[config.mk]
export PLATFORM = sky130hd
export DESIGN_NAME = alu_issue_flat
export DESIGN_NICKNAME = d
export VERILOG_FILES = /design/src/rtl/alu_issue_if.sv /design/src/rtl/alu_issue.sv /design/src/flat_wrapper.sv
export SDC_FILE = /design/constraint.sdc
export NUM_CORES = 1
export LEC_CHECK = 0
export ABC_AREA = 0
export CAP_MARGIN = 0
export CORE_AREA = 5 5 125 127
export DETAILED_ROUTE_END_ITERATION = 7
export DIE_AREA = 0 0 130 132
export MAX_ROUTING_LAYER = met4
export PLACE_DENSITY = 0.72
export SLEW_MARGIN = 20
export SYNTH_ARGS = -nofsm -noshare
export SYNTH_HDL_FRONTEND = slang
export SYNTH_SLANG_ARGS = --single-unit
[constraint.sdc]
create_clock -name clk -period 2.64 [get_ports clk]
set_input_delay 0.528 -clock clk [delete_from_list [all_inputs] [get_ports clk]]
set_output_delay 0.528 -clock clk [all_outputs]
set_load 0.02 [all_outputs]
[src/rtl/alu_issue_if.sv]
// Signal bundle between ID/EX issue logic and its surroundings: IF/ID instruction,
// register-file reads, forwarding sources, and the EX-stage operand/control bundle.
interface alu_issue_if;
  logic        in_valid;
  logic [31:0] in_instr;
  logic [31:0] in_pc;
  logic [31:0] rs_data;
  logic [31:0] rt_data;
  logic        exm_wen;
  logic [4:0]  exm_wa;
  logic [31:0] exm_wd;
  logic        mwb_wen;
  logic [4:0]  mwb_wa;
  logic [31:0] mwb_wd;
  logic        flush;
  logic        stall_out;
  logic        out_valid;
  logic [31:0] v1;
  logic [31:0] v2;
  logic [15:0] imm16;
  logic [3:0]  opt;
  logic        out_wen;
  logic [4:0]  out_wa;
  logic        out_memrd;
  logic        out_memwr;
  logic [31:0] out_pc;

  modport master (
    input  in_valid, in_instr, in_pc, rs_data, rt_data,
    input  exm_wen, exm_wa, exm_wd, mwb_wen, mwb_wa, mwb_wd, flush,
    output stall_out, out_valid, v1, v2, imm16, opt,
    output out_wen, out_wa, out_memrd, out_memwr, out_pc
  );

  modport slave (
    output in_valid, in_instr, in_pc, rs_data, rt_data,
    output exm_wen, exm_wa, exm_wd, mwb_wen, mwb_wa, mwb_wd, flush,
    input  stall_out, out_valid, v1, v2, imm16, opt,
    input  out_wen, out_wa, out_memrd, out_memwr, out_pc
  );
endinterface

[src/rtl/alu_issue.sv]
// ID/EX issue stage: decode, operand select, hazard stall, registered ALU bundle.
// Define ALU_ISSUE_FORWARD_EN for forwarding muxes with load-use-only stalls.
module alu_issue (
  input logic  clk,
  input logic  reset_n,
  alu_issue_if.master bus
);

  logic [5:0]  op_p0;
  logic [5:0]  funct_p0;
  logic [4:0]  rs_a_p0;
  logic [4:0]  rt_a_p0;
  logic [4:0]  rd_a_p0;
  logic [3:0]  opt_p0;
  logic [4:0]  wa_p0;
  logic        wen_p0;
  logic        memrd_p0;
  logic        memwr_p0;
  logic        use_rs_p0;
  logic        use_rt_p0;
  logic [31:0] v1_p0;
  logic [31:0] v2_p0;
  logic        hazard_p0;

  logic        valid_p1;
  logic [31:0] v1_p1;
  logic [31:0] v2_p1;
  logic [15:0] imm_p1;
  logic [3:0]  opt_p1;
  logic        wen_p1;
  logic [4:0]  wa_p1;
  logic        memrd_p1;
  logic        memwr_p1;
  logic [31:0] pc_p1;

  assign op_p0    = bus.in_instr[31:26];
  assign funct_p0 = bus.in_instr[5:0];
  assign rs_a_p0  = bus.in_instr[25:21];
  assign rt_a_p0  = bus.in_instr[20:16];
  assign rd_a_p0  = bus.in_instr[15:11];

  always_comb begin
    opt_p0    = 4'd0;
    wa_p0     = 5'd0;
    wen_p0    = 1'b0;
    memrd_p0  = 1'b0;
    memwr_p0  = 1'b0;
    use_rs_p0 = 1'b0;
    use_rt_p0 = 1'b0;
    case (op_p0)
      6'h00: begin
        if (funct_p0 == 6'h21 || funct_p0 == 6'h23) begin
          opt_p0    = (funct_p0 == 6'h23) ? 4'd1 : 4'd0;
          wa_p0     = rd_a_p0;
          wen_p0    = 1'b1;
          use_rs_p0 = 1'b1;
          use_rt_p0 = 1'b1;
        end
      end
      6'h0c, 6'h0d: begin
        opt_p0    = (op_p0 == 6'h0d) ? 4'd3 : 4'd2;
        wa_p0     = rt_a_p0;
        wen_p0    = 1'b1;
        use_rs_p0 = 1'b1;
      end
      6'h23: begin
        opt_p0    = 4'd4;
        wa_p0     = rt_a_p0;
        wen_p0    = 1'b1;
        memrd_p0  = 1'b1;
        use_rs_p0 = 1'b1;
      end
      6'h2b: begin
        opt_p0    = 4'd4;
        memwr_p0  = 1'b1;
        use_rs_p0 = 1'b1;
        use_rt_p0 = 1'b1;
      end
      6'h0f: begin
        opt_p0 = 4'd5;
        wa_p0  = rt_a_p0;
        wen_p0 = 1'b1;
      end
      default: ;
    endcase
    // $0 is hardwired, so a write there is dropped at issue.
    if (wa_p0 == 5'd0) wen_p0 = 1'b0;
  end

`ifdef ALU_ISSUE_FORWARD_EN
  function automatic logic [31:0] fwd_sel(
    input logic [4:0]  a,
    input logic [31:0] rf,
    input logic        ew,
    input logic [4:0]  ea,
    input logic [31:0] ed,
    input logic        mw,
    input logic [4:0]  ma,
    input logic [31:0] md
  );
    if (a == 5'd0)            return 32'd0;
    else if (ew && ea == a)   return ed;
    else if (mw && ma == a)   return md;
    else                      return rf;
  endfunction

  assign v1_p0 = fwd_sel(rs_a_p0, bus.rs_data, bus.exm_wen, bus.exm_wa, bus.exm_wd,
                         bus.mwb_wen, bus.mwb_wa, bus.mwb_wd);
  assign v2_p0 = fwd_sel(rt_a_p0, bus.rt_data, bus.exm_wen, bus.exm_wa, bus.exm_wd,
                         bus.mwb_wen, bus.mwb_wa, bus.mwb_wd);

  // Only a load sitting in EX cannot be forwarded in time.
  assign hazard_p0 = bus.in_valid && valid_p1 && memrd_p1 && (wa_p1 != 5'd0) &&
                     ((use_rs_p0 && rs_a_p0 == wa_p1) || (use_rt_p0 && rt_a_p0 == wa_p1));
`else
  function automatic logic [31:0] rf_sel(input logic [4:0] a, input logic [31:0] rf);
    return (a == 5'd0) ? 32'd0 : rf;
  endfunction

  function automatic logic pending(
    input logic [4:0] a,
    input logic       xw,
    input logic [4:0] xa,
    input logic       ew,
    input logic [4:0] ea,
    input logic       mw,
    input logic [4:0] ma
  );
    return (a != 5'd0) && ((xw && xa == a) || (ew && ea == a) || (mw && ma == a));
  endfunction

  logic ex_w;
  logic unused_fwd;
  assign ex_w       = valid_p1 && wen_p1;
  assign unused_fwd = ^{bus.exm_wd, bus.mwb_wd};

  assign v1_p0 = rf_sel(rs_a_p0, bus.rs_data);
  assign v2_p0 = rf_sel(rt_a_p0, bus.rt_data);

  assign hazard_p0 = bus.in_valid &&
    ((use_rs_p0 && pending(rs_a_p0, ex_w, wa_p1, bus.exm_wen, bus.exm_wa, bus.mwb_wen, bus.mwb_wa)) ||
     (use_rt_p0 && pending(rt_a_p0, ex_w, wa_p1, bus.exm_wen, bus.exm_wa, bus.mwb_wen, bus.mwb_wa)));
`endif

  assign bus.stall_out = reset_n && !bus.flush && hazard_p0;

  // ---- ID -> EX boundary ----
  always_ff @(posedge clk) begin
    if (!reset_n) begin
      valid_p1 <= 1'b0;
      v1_p1    <= 32'd0;
      v2_p1    <= 32'd0;
      imm_p1   <= 16'd0;
      opt_p1   <= 4'd0;
      wen_p1   <= 1'b0;
      wa_p1    <= 5'd0;
      memrd_p1 <= 1'b0;
      memwr_p1 <= 1'b0;
      pc_p1    <= 32'd0;
    end else begin
      v1_p1  <= v1_p0;
      v2_p1  <= v2_p0;
      imm_p1 <= bus.in_instr[15:0];
      opt_p1 <= opt_p0;
      wa_p1  <= wa_p0;
      pc_p1  <= bus.in_pc;
      if (bus.flush || hazard_p0 || !bus.in_valid) begin
        valid_p1 <= 1'b0;
        wen_p1   <= 1'b0;
        memrd_p1 <= 1'b0;
        memwr_p1 <= 1'b0;
      end else begin
        valid_p1 <= 1'b1;
        wen_p1   <= wen_p0;
        memrd_p1 <= memrd_p0;
        memwr_p1 <= memwr_p0;
      end
    end
  end

  assign bus.out_valid = valid_p1;
  assign bus.v1        = v1_p1;
  assign bus.v2        = v2_p1;
  assign bus.imm16     = imm_p1;
  assign bus.opt       = opt_p1;
  assign bus.out_wen   = wen_p1;
  assign bus.out_wa    = wa_p1;
  assign bus.out_memrd = memrd_p1;
  assign bus.out_memwr = memwr_p1;
  assign bus.out_pc    = pc_p1;

endmodule

[src/flat_wrapper.sv]
// flat-port wrapper written by rule: the top's interface ports become plain ports
module alu_issue_flat 
  (clk, reset_n, bus_in_valid, bus_in_instr, bus_in_pc, bus_rs_data, bus_rt_data, bus_exm_wen, bus_exm_wa, bus_exm_wd, bus_mwb_wen, bus_mwb_wa, bus_mwb_wd, bus_flush, bus_stall_out, bus_out_valid, bus_v1, bus_v2, bus_imm16, bus_opt, bus_out_wen, bus_out_wa, bus_out_memrd, bus_out_memwr, bus_out_pc);
  alu_issue_if bus_i ();
  input logic clk;
  input logic reset_n;
  input wire logic [$bits(bus_i.in_valid)-1:0] bus_in_valid;
  input wire logic [$bits(bus_i.in_instr)-1:0] bus_in_instr;
  input wire logic [$bits(bus_i.in_pc)-1:0] bus_in_pc;
  input wire logic [$bits(bus_i.rs_data)-1:0] bus_rs_data;
  input wire logic [$bits(bus_i.rt_data)-1:0] bus_rt_data;
  input wire logic [$bits(bus_i.exm_wen)-1:0] bus_exm_wen;
  input wire logic [$bits(bus_i.exm_wa)-1:0] bus_exm_wa;
  input wire logic [$bits(bus_i.exm_wd)-1:0] bus_exm_wd;
  input wire logic [$bits(bus_i.mwb_wen)-1:0] bus_mwb_wen;
  input wire logic [$bits(bus_i.mwb_wa)-1:0] bus_mwb_wa;
  input wire logic [$bits(bus_i.mwb_wd)-1:0] bus_mwb_wd;
  input wire logic [$bits(bus_i.flush)-1:0] bus_flush;
  output wire logic [$bits(bus_i.stall_out)-1:0] bus_stall_out;
  output wire logic [$bits(bus_i.out_valid)-1:0] bus_out_valid;
  output wire logic [$bits(bus_i.v1)-1:0] bus_v1;
  output wire logic [$bits(bus_i.v2)-1:0] bus_v2;
  output wire logic [$bits(bus_i.imm16)-1:0] bus_imm16;
  output wire logic [$bits(bus_i.opt)-1:0] bus_opt;
  output wire logic [$bits(bus_i.out_wen)-1:0] bus_out_wen;
  output wire logic [$bits(bus_i.out_wa)-1:0] bus_out_wa;
  output wire logic [$bits(bus_i.out_memrd)-1:0] bus_out_memrd;
  output wire logic [$bits(bus_i.out_memwr)-1:0] bus_out_memwr;
  output wire logic [$bits(bus_i.out_pc)-1:0] bus_out_pc;
  assign bus_i.in_valid = bus_in_valid;
  assign bus_i.in_instr = bus_in_instr;
  assign bus_i.in_pc = bus_in_pc;
  assign bus_i.rs_data = bus_rs_data;
  assign bus_i.rt_data = bus_rt_data;
  assign bus_i.exm_wen = bus_exm_wen;
  assign bus_i.exm_wa = bus_exm_wa;
  assign bus_i.exm_wd = bus_exm_wd;
  assign bus_i.mwb_wen = bus_mwb_wen;
  assign bus_i.mwb_wa = bus_mwb_wa;
  assign bus_i.mwb_wd = bus_mwb_wd;
  assign bus_i.flush = bus_flush;
  assign bus_stall_out = bus_i.stall_out;
  assign bus_out_valid = bus_i.out_valid;
  assign bus_v1 = bus_i.v1;
  assign bus_v2 = bus_i.v2;
  assign bus_imm16 = bus_i.imm16;
  assign bus_opt = bus_i.opt;
  assign bus_out_wen = bus_i.out_wen;
  assign bus_out_wa = bus_i.out_wa;
  assign bus_out_memrd = bus_i.out_memrd;
  assign bus_out_memwr = bus_i.out_memwr;
  assign bus_out_pc = bus_i.out_pc;
  alu_issue u_core (.clk(clk), .reset_n(reset_n), .bus(bus_i));
endmodule
==> results.toml <==
[floorplan]
fp.dieW_um = 130
coreArea_um2 = 14310
row_count = 44
dieArea_um2 = 17160
die_h_um = 132
start_util = 0.2807
io_pins = 334

[power]
pwr-share-clk = 0.492
power.share.switching = 0.2170
p_sw_uw = 1165
p_comb_frac = 0.136
p_per_area_nw_per_um2 = 688.3
power_uw = 5367
peakVddDrop_v = 0.0003735
p_seq_frac = 0.372
intPower_uw = 4202
p_leak_uw = 0.003195

[route]
totalWireLength_um = 13350
drtIter0Drc = 90
routed_via_density = 4.287
wl_met2_um = 6981
vias = 3605
post_drt_wl_per_cell_um = 15.88
routed.top_layer = "met4"
route.detailed.drc = 0
met1_length_um = 4979
dr.pass1.iters = 4
ant_nets = 0
route.met3.wl_um = 1106

[clock_tree]
ctsHtreeMaxLevel = 4
clockBufferDepth = 2
cts_made_buffers = 17
holdBufCountCts = 0
cts.clk_slew.worst_paths_ps = 60
clock_sinks = 124
clk_latency_ps = 410
ctsRootBufferMaster = "clkbuf_16"
cts_tree = "built"

[outcome]
status = "completed"

[cells_and_area]
drive_above_1_share = 0.1279
multiInputGateArea_um2 = 1500
regArea_um2 = 2482
syn_to_final_growth_pct = 94.08
mostFrequentLayoutCell = "clkdlybuf4s50_1"
antenna_cells = 0
num-nets-final = 852
fillers = 1183
fin_cells = 841
final_cell_mix = "245 x clkdlybuf4s50_1, 124 x dfxtp_1, 80 x and2_1, 33 x and3_1, 27 x buf_4"
design_area_um2 = 7797

[synthesis]
synth_cell_types = 39
synth_simple_gate_area_frac = 0.2435
synth_top_family_by_area = "simple AND/OR/NAND/NOR gates"
async_flop_share = 0
synthesis.area_um2 = 4018
synthMuxAreaShare = 0
syn_area_per_cell_um2 = 11.45
ys_seq_area_frac = 0.6179
ys_warn_count = 0
syn_nets = 559
synth_edf_count = 0
synth-seq-cells = 124
synth-compound-area-share = 0.04640
ys.flop_type = "dfxtp_1"
yosys.area_share.xor_xnor = 0.06540
synthAdderAreaFrac = 0
syn-instance-count = 351

[sta]
clock.fmax_mhz = 386.3
fin_crit_ps = 2589
finalSetupViolCount = 0
fin_setup_tns_ps = 0
final-hold-violation-count = 0
slew_headroom = 0.5615
rsz0062_at_grt = "no"
period_share = 0.9806
tightest_slew_ps = 657.7
skew_ps = 4.571
setup_slack_ps = 51.10
report.final.slew_viol_count = 0

[placement]
dp_slack_ps = -702.7
gp_congestion = 0.9775
portBuffers = 268
placedCellCount = 808
dp_hpwl_um = 10190
dpl-instance-area_um2 = 7044

[critical_path]
critPathMaxFanout = 3
worstPathCellList = "clkdlybuf4s50_1 -> nor4b_2 -> and3_4 -> o22ai_4 -> a31oi_4 -> o21ba_4 -> buf_6"
critPathKind = "input port to output port"
worstPathArrival_ps = 2060
critPathSlowestCell = "clkdlybuf4s50_1"
slowest_delay_ps = 440
endpoint_kind = "output port"
cp_data_required_time_ps = 2110
crit_buf_inv = 2
crit_family = "simple AND/OR/NAND/NOR gates"
crit_path_start_kind = "input port"

[global_routing]
grt_overflow = 0
grt_pass1_wl_um = 20040
grt_max_degree = 88
grt_pass1_vias = 3797
grt_usage = 0.1554
antenna_found_initial = 0

[worst_hold_path]
hold_class = "input port to flop"

[flow_run]
drv_cap = 0
worst register-to-register path, stage by stage (launching register included):
cell and delay, ps:
dfxtp_1 360, xor2_1 160, nor4_1 270, nand4_1 190, a31oi_4 240, buf_4 160, a2111oi_2 40
worst paths after layout:
path	startpoint	endpoint	slack, ps	cells after the start
min	reset_n	u_core.bus.out_wen$_SDFF_PP0_	550	4
max	bus_in_instr[4]	bus_stall_out	50	7
min reg2reg	u_core.bus.out_wen$_SDFF_PP0_	u_core.bus.out_valid$_SDFF_PN0_	920	4
max reg2reg	u_core.bus.out_wa[0]$_SDFF_PN0_	u_core.bus.out_wen$_SDFF_PP0_	1100	6
area by class of cell:
type,count,share of cell area
clock buffer,19,0.05680
clock inverter,13,0.03033
multi-input combinational,204,0.1924
sequential,124,0.3184
tap,184,0.02953
timing repair buffer,297,0.3726
flip-flops by register name (all words and copies together), names as in the netlist, 3 cells and up:
signal	flops
u_core.bus.out_pc	32
u_core.bus.opt	3
u_core.bus.out_wa	5
u_core.bus.v1	32
u_core.bus.imm16	16
u_core.bus.v2	32
metal layers:
metal,up-vias,track usage
met5,-,-
met1,1651,0.1660
li1,1748,-
met3,22,0.05186
met4,0,0.05658
met2,184,0.2656
synthesized netlist by cell type (all sizes together) (2+ instances only):
| library cell | count | area, um^2 |
|---|---|---|
| nand2b | 2 | 12.51 |
| o21ai | 2 | 10.00 |
| nor4b | 4 | 41.29 |
| dfxtp | 124 | 2482 |
| or4 | 2 | 18.77 |
| nor2b | 5 | 31.28 |
| nand3 | 4 | 20.02 |
| nand3b | 2 | 15.01 |
| nor2 | 2 | 7.510 |
| a22oi | 5 | 37.54 |
| clkbuf | 21 | 88.84 |
| nand4bb | 2 | 22.52 |
| nand4 | 2 | 12.51 |
| nand2 | 3 | 11.26 |
| nor4 | 7 | 43.79 |
| buf | 2 | 15.01 |
| nor3 | 4 | 20.02 |
| xnor2 | 6 | 52.55 |
| a21oi | 3 | 30.03 |
| and3 | 34 | 212.7 |
| and2 | 80 | 500.5 |
| xor2 | 24 | 210.2 |
power groups by stage:
| stage | clock [uW] | combinational [uW] | sequential, uW |
|---|---|---|---|
| floorplan | 0 | 135 | 2160 |
| global placement | 0 | 722 | 2030 |
| detailed placement | 0 | 732 | 2040 |
| CTS | 2710 | 737 | 2000 |
| global route | 2780 | 774 | 2000 |
| finish | 2640 | 732 | 2000 |
cells by family after synthesis:
group / after synthesis
and+or+nand+nor: 154
DFF: 124
xor gates and xnor gates: 30
buffers and inverters: 23
AOI/OAI and AO/OA: 19
other: 1
repair_timing:
action / 4_1_cts / 5_1_grt
endpoints found under the setup margin: 1 / 1
buffers inserted: 1 / 0
pin swaps: 10 / 10
resized for setup: 30 / 15
through the flow:
| step | hold slack, ps | utilization |
|---|---|---|
| 2_1_floorplan | 607.3 | - |
| 3_3_place_gp | 877.4 | 0.4921 |
| 3_5_place_dp | 874.7 | 0.4921 |
| 4_1_cts | 522.0 | 0.5426 |
| 5_1_grt | 527.2 | 0.5448 |
| 6_report | 553.2 | 0.5448 |
Power figures use the tool's default switching activity.
